## src/rtl/wb_port_arbiter.sv

```systemverilog
// Register-file write-port arbiter: merges in-order pipeline writebacks with
// buffered out-of-order MDU results and tracks MDU-pending destinations.
// Latency: pipe path 1 cycle; MDU result accepted at edge N is written at N+1 at the earliest.
// Backpressure: mdu_ready_o drops when the result FIFO is full; a starved FIFO
// raises stall_o to request one pipeline writeback bubble.
//
// Ports:
//   clk_i, rst_i                         clock (rising edge), async active-high reset
//   pipe_regwrite_i/pipe_rd_i/pipe_data_i pipeline writeback request (rd 0 = none)
//   mdu_valid_i/mdu_ready_o/mdu_rd_i/mdu_data_i  MDU result handshake
//   issue_valid_i/issue_rd_i             MDU issue, marks destination busy
//   RegWrite_o/RDaddr_o/RDdata_o         registered register-file write port
//   busy_o                               per-register MDU-pending scoreboard
//   stall_o                              registered bubble request
module wb_port_arbiter #(
  parameter int FIFO_DEPTH   = 2,
  parameter int STARVE_LIMIT = 4
) (
  input  logic        clk_i,
  input  logic        rst_i,
  input  logic        pipe_regwrite_i,
  input  logic [4:0]  pipe_rd_i,
  input  logic [31:0] pipe_data_i,
  input  logic        mdu_valid_i,
  output logic        mdu_ready_o,
  input  logic [4:0]  mdu_rd_i,
  input  logic [31:0] mdu_data_i,
  input  logic        issue_valid_i,
  input  logic [4:0]  issue_rd_i,
  output logic        RegWrite_o,
  output logic [4:0]  RDaddr_o,
  output logic [31:0] RDdata_o,
  output logic [31:0] busy_o,
  output logic        stall_o
);

  localparam int AW = (FIFO_DEPTH > 1) ? $clog2(FIFO_DEPTH) : 1;
  localparam int CW = $clog2(FIFO_DEPTH + 1);
  localparam int SW = $clog2(STARVE_LIMIT + 1);

  // Result FIFO storage and pointers; depth is a power of two so the
  // pointers wrap naturally.
  logic [4:0]    fifo_rd_q   [FIFO_DEPTH];
  logic [4:0]    fifo_rd_d   [FIFO_DEPTH];
  logic [31:0]   fifo_data_q [FIFO_DEPTH];
  logic [31:0]   fifo_data_d [FIFO_DEPTH];
  logic [AW-1:0] wr_ptr_q, wr_ptr_d;
  logic [AW-1:0] rd_ptr_q, rd_ptr_d;
  logic [CW-1:0] count_q, count_d;

  logic          reg_write_q, reg_write_d;
  logic [4:0]    rd_addr_q, rd_addr_d;
  logic [31:0]   rd_data_q, rd_data_d;
  logic [31:0]   busy_q, busy_d;
  logic [SW-1:0] starve_q, starve_d;
  logic          stall_q, stall_d;

  logic pipe_eff;
  logic fifo_nonempty;
  logic pop;
  logic push;

  // Ready comes only from the registered count, so a pop in the same cycle
  // never reopens a full FIFO.
  assign mdu_ready_o   = (count_q < CW'(FIFO_DEPTH));
  assign pipe_eff      = pipe_regwrite_i && (pipe_rd_i != 5'd0);
  assign fifo_nonempty = (count_q != '0);
  assign pop           = !pipe_eff && fifo_nonempty;
  // Results for x0 are consumed by the handshake but never stored.
  assign push          = mdu_valid_i && mdu_ready_o && (mdu_rd_i != 5'd0);

  always_comb begin
    fifo_rd_d   = fifo_rd_q;
    fifo_data_d = fifo_data_q;
    wr_ptr_d    = wr_ptr_q;
    rd_ptr_d    = rd_ptr_q;
    count_d     = count_q;
    reg_write_d = 1'b0;
    rd_addr_d   = rd_addr_q;
    rd_data_d   = rd_data_q;
    busy_d      = busy_q;
    starve_d    = starve_q;
    stall_d     = stall_q;

    if (push) begin
      fifo_rd_d[wr_ptr_q]   = mdu_rd_i;
      fifo_data_d[wr_ptr_q] = mdu_data_i;
      wr_ptr_d              = AW'(wr_ptr_q + 1'b1);
    end

    if (pipe_eff) begin
      reg_write_d = 1'b1;
      rd_addr_d   = pipe_rd_i;
      rd_data_d   = pipe_data_i;
    end else if (fifo_nonempty) begin
      reg_write_d = 1'b1;
      rd_addr_d   = fifo_rd_q[rd_ptr_q];
      rd_data_d   = fifo_data_q[rd_ptr_q];
      rd_ptr_d    = AW'(rd_ptr_q + 1'b1);
      busy_d[fifo_rd_q[rd_ptr_q]] = 1'b0;
    end

    if (push && !pop) begin
      count_d = CW'(count_q + 1'b1);
    end else if (pop && !push) begin
      count_d = CW'(count_q - 1'b1);
    end

    // Applied after the pop clear so a same-cycle reissue keeps the bit set.
    if (issue_valid_i && (issue_rd_i != 5'd0)) begin
      busy_d[issue_rd_i] = 1'b1;
    end
    busy_d[0] = 1'b0;

    if (pop || !fifo_nonempty) begin
      starve_d = '0;
    end else if (starve_q < SW'(STARVE_LIMIT)) begin
      starve_d = SW'(starve_q + 1'b1);
    end

    // The counter saturates until the next pop, so stall tracks it directly.
    stall_d = (starve_d == SW'(STARVE_LIMIT));
  end

  always_ff @(posedge clk_i or posedge rst_i) begin
    if (rst_i) begin
      for (int i = 0; i < FIFO_DEPTH; i++) begin
        fifo_rd_q[i]   <= '0;
        fifo_data_q[i] <= '0;
      end
      wr_ptr_q    <= '0;
      rd_ptr_q    <= '0;
      count_q     <= '0;
      reg_write_q <= 1'b0;
      rd_addr_q   <= '0;
      rd_data_q   <= '0;
      busy_q      <= '0;
      starve_q    <= '0;
      stall_q     <= 1'b0;
    end else begin
      fifo_rd_q   <= fifo_rd_d;
      fifo_data_q <= fifo_data_d;
      wr_ptr_q    <= wr_ptr_d;
      rd_ptr_q    <= rd_ptr_d;
      count_q     <= count_d;
      reg_write_q <= reg_write_d;
      rd_addr_q   <= rd_addr_d;
      rd_data_q   <= rd_data_d;
      busy_q      <= busy_d;
      starve_q    <= starve_d;
      stall_q     <= stall_d;
    end
  end

  assign RegWrite_o = reg_write_q;
  assign RDaddr_o   = rd_addr_q;
  assign RDdata_o   = rd_data_q;
  assign busy_o     = busy_q;
  assign stall_o    = stall_q;

endmodule

```

## config.mk

```make
export PLATFORM = sky130hd
export DESIGN_NAME = wb_port_arbiter
export DESIGN_NICKNAME = d
export VERILOG_FILES = /design/src/rtl/wb_port_arbiter.sv
export SDC_FILE = /design/constraint.sdc
export NUM_CORES = 1
export LEC_CHECK = 0
export CORE_ASPECT_RATIO = 0.5
export CORE_UTILIZATION = 30
export DETAILED_ROUTE_END_ITERATION = 10
export HOLD_SLACK_MARGIN = 0.06
export PLACE_DENSITY_LB_ADDON = 0.08
export SYNTH_ARGS = -nofsm -noshare
export SYNTH_HDL_FRONTEND = slang
export SYNTH_SLANG_ARGS = --single-unit
```

## constraint.sdc

```tcl
create_clock -name clk_i -period 8.8 [get_ports clk_i]
set_input_delay 0.88 -clock clk_i [delete_from_list [all_inputs] [get_ports clk_i]]
set_output_delay 0.88 -clock clk_i [all_outputs]
set_load 0.02 [all_outputs]
```

==> flow_summary.toml <==
[run_status]
status = "complete, no violations"

[flow_run]
reported_max_cap_violation_count = 0

[sta]
period_share = 0.3344
fin_setup_tns_ns = 0
fmaxAchievable_mhz = 339.8
max-slew-margin-rel = 0.2926
final.min_clock_period_ns = 2.943
setup_slack_ns = 5.857
timing.final.setup_violations = 0
worstMarginPinSlew_ns = 1.061
slew_viol_final = 0
grt_setup_unrepaired = "no"
final_hold_viol_count = 0
setup_clock_skew_after_layout_ns = 0.009759

[pwr]
pwr-share-comb = 0.440
internal-power_w = 0.002127
power.switching_w = 0.001231
power.density_cell_area_nw_per_um2 = 368.4
switching_share = 0.3666
p_leak_nw = 3.920
p_clk_frac = 0.196
vdd_drop_max_v = 0.0001350
power.sequential.fraction = 0.364

[synth]
synth_edf_count = 0
ys_warn_count = 0
synth_fp_nets = 689
syn-instance-count = 603
yosys.cell_types.count = 37
synthesis.area_per_instance_um2 = 11.32
synth_async_sr_flop_share = 1.000
synthesis.area_um2 = 6827
synth_seq_cells = 151
seq_area_frac_synth = 0.5535
synth_top_flop_cell = "sky130_fd_sc_hd__dfrtp_1"

[clock_tree]
ctsHoldBuffers = 0
tritoncts = "built"
clkSinkCount = 151
cts_setup_buffers = 0
clock-root-buffer = "sky130_fd_sc_hd__clkbuf_16"
cts-root-to-sink-buffers = 2
cts_inserted_buffers = 17
clkLatencyLatePin_ns = 0.43
clock_pin_slew_worst_setup_and_hold_paths_ns = 0.06
number_of_h_tree_branching_levels = 4
post_cts_resized = 0

[final_layout]
area_growth_syn_to_layout_pct = 33.50
area.sequential_um2 = 3780
antennaDiodeCount = 0
fill_cells = 2162
final_nets = 831
multi_input_combinational_cell_area_um2 = 2849
share_of_cells_above_drive_strength_1 = 0.1114

[hold_path]
worst_hold_path_type = "reg -> reg"

[routing]
detail_route.drc_violations = 0
firstDrtPassIters = 5
num_vias = 4921
detail_route.vias_per_cell = 4.669
drtIter0Drc = 243
antenna_violating_nets_post_route = 0
detail_route.wl_per_cell_um = 16.39
total_routed_wirelength_um = 17280

[critical_path]
cp-start-kind = "primary input"
worstSetupPathType = "in -> reg"
cp_slowest_stage_delay_ns = 0.54
cp_slowest_cell = "sky130_fd_sc_hd__or4_1"
crit_path_end_kind = "flip-flop"
crit_fanout = 103
crit_arrival_ns = 3.29
worstPathCellList = "clkdlybuf4s50_1 > or4_1 > o21a_4 > nand2b_1 > ha_1 > xor2_1 > nor2_1 > xnor2_1"
timing.critical_path.required_ns = 9.15

[placement]
dp_worst_setup_slack_ns = 5.376
gpl.final_weighted_congestion = 0.7902
numPortBuffers = 154
dp.final_hpwl_um = 11070

[floorplanning]
die_height_um = 108.7
floorplan.core_area_um2 = 21970
core.rowCount = 38
initial_standard_cell_utilization_of_the_core = 0.3108
floorplan_die_width_um = 215.3
boundaryPins = 156
fp.dieArea_um2 = 23400

[global_route]
wire_length_of_the_first_global_routing_pass_um = 27850
grt_max_degree = 104
antenna_found_initial = 0
number_of_global_route_vias_before_repair = 5210
leftover_overflow_at_the_end_of_global_routing = 0
track_usage = 0.1554
[cells by family (layout without fill, tap and decap cells)]
family                     count (synthesis)  count (layout)  share of synthesized area
and+or+nand+nor                          178             178                     0.1102
DFF                                      151             151                     0.5535
muxes                                    114             114                     0.1976
AOI/OAI and AO/OA                        111             111                    0.09476
buffers and inverters                     40             191                    0.03207
xor gates and xnor gates                   6               6                   0.007698
adders and majority gates                  2               2                   0.003665
other                                      1               1                  0.0005493
[cells in the mapped netlist (7+ instances only)]
master                       n  share of area
sky130_fd_sc_hd__mux2_2     16          0.026
sky130_fd_sc_hd__dfrtp_1   151           0.55
sky130_fd_sc_hd__o31ai_1    31          0.034
sky130_fd_sc_hd__mux2_4     30          0.066
sky130_fd_sc_hd__a21oi_1    34          0.025
sky130_fd_sc_hd__clkbuf_1   17         0.0093
sky130_fd_sc_hd__mux2_1     30          0.049
sky130_fd_sc_hd__nand2_1   101          0.056
sky130_fd_sc_hd__buf_6       7          0.012
sky130_fd_sc_hd__buf_2       7         0.0051
sky130_fd_sc_hd__nor2_1     48          0.026
sky130_fd_sc_hd__o21ai_0    43          0.032
sky130_fd_sc_hd__mux2i_1    38          0.056
[layer usage]
metal  vias to the layer above  part of all wire  global-route usage
li1                       2378                 -                   -
met1                      2430              0.48              0.2022
met2                        98              0.47              0.2541
met3                        15             0.041             0.03738
met4                         0             0.012             0.05623
met5                         -                 0                   0
[through the flow]
step | utilization | power (W) | hold WS (ns) | cells | cell area (µm²)
global placement | 0.3915 | 0.002715 | 0.4730 | 1026 | 8600
global route | 0.4149 | 0.003607 | 0.5070 | 1054 | 9114
finish | 0.4149 | 0.003358 | 0.4895 | 1054 | 9114
CTS | 0.4149 | 0.003416 | 0.4948 | 1054 | 9114
detailed placement | 0.3915 | 0.002738 | 0.4812 | 1026 | 8600
floorplan | - | 0.002169 | 0.4640 | 603 | 6827
[path summary, 6_finish.rpt]
kind	startpoint	to	slack, ns	cells past startpoint
setup / recovery	pipe_rd_i[1]	count_q[1]$_DFFE_PP0P_	5.86	8
hold / removal	fifo_data_q[29]$_DFFE_PP0P_	fifo_data_q[29]$_DFFE_PP0P_	0.49	1
setup reg to reg	rd_ptr_q$_DFFE_PP0P_	busy_o[5]$_DFF_PP0_	6.79	4
hold reg to reg	fifo_data_q[29]$_DFFE_PP0P_	fifo_data_q[29]$_DFFE_PP0P_	0.49	1
max in group asynchronous	rst_i	fifo_rd_q[1]$_DFFE_PP0P_	6.44	3
min in group asynchronous	rst_i	busy_o[7]$_DFF_PP0_	1.01	2
[power groups by stage]
stage	logic [W]	registers, W	clock network (W)
2_1_floorplan	0.000812	0.00136	0
5_1_grt	0.00162	0.00127	0.000714
3_5_place_dp	0.00150	0.00124	0
6_report	0.00148	0.00122	0.000659
4_1_cts	0.00151	0.00123	0.000681
3_3_place_gp	0.00148	0.00123	0
[state kept, by name, indices dropped and copies added, names as in the netlist]
| register | flops |
|---|---|
| starve_q | 3 |
| rd_ptr_q | 1 |
| wr_ptr_q | 1 |
| count_q | 2 |
| fifo_rd_q | 10 |
| RDdata_o | 32 |
| stall_o | 1 |
| busy_o | 31 |
| RegWrite_o | 1 |
| fifo_data_q | 64 |
| RDaddr_o | 5 |
[cell usage in the layout (no fill, tap or decap), types with 3 or more instances in the layout]
master                              n
sky130_fd_sc_hd__clkdlybuf4s50_1  154
sky130_fd_sc_hd__dfrtp_1          150
sky130_fd_sc_hd__nand2_1          101
sky130_fd_sc_hd__nor2_1            47
sky130_fd_sc_hd__o21ai_0           43
sky130_fd_sc_hd__mux2i_1           38
sky130_fd_sc_hd__a21oi_1           34
sky130_fd_sc_hd__o31ai_1           31
sky130_fd_sc_hd__mux2_1            30
sky130_fd_sc_hd__mux2_4            30
sky130_fd_sc_hd__clkbuf_16         17
sky130_fd_sc_hd__mux2_2            16
sky130_fd_sc_hd__or3_1              5
sky130_fd_sc_hd__nand2b_1           5
sky130_fd_sc_hd__nand3_1            5
sky130_fd_sc_hd__xnor2_1            4
sky130_fd_sc_hd__clkbuf_8           4
sky130_fd_sc_hd__buf_4              4
sky130_fd_sc_hd__nor2b_1            3
sky130_fd_sc_hd__inv_1              3
sky130_fd_sc_hd__clkinv_2           3
sky130_fd_sc_hd__clkbuf_1           3
[critical path, delay by kind of cell]
| family | cells | cell delay (ns) |
|---|---|---|
| XOR/XNOR | 2 | 0.26 |
| adder cells (fa/ha/maj) | 1 | 0.23 |
| AND/OR/NAND/NOR | 3 | 0.99 |
| AO/OA/AOI/OAI | 1 | 0.51 |
| buffers and inverters | 1 | 0.42 |
[final cells by class]
type,instances,area share
Timing Repair Buffer,158,0.1724
Multi-Input combinational cell,412,0.3126
Clock buffer,24,0.05395
Inverter,5,0.002608
Clock inverter,4,0.002471
Tap cell,300,0.04119
Sequential cell,151,0.4147
(Power assumes the default switching activity.)
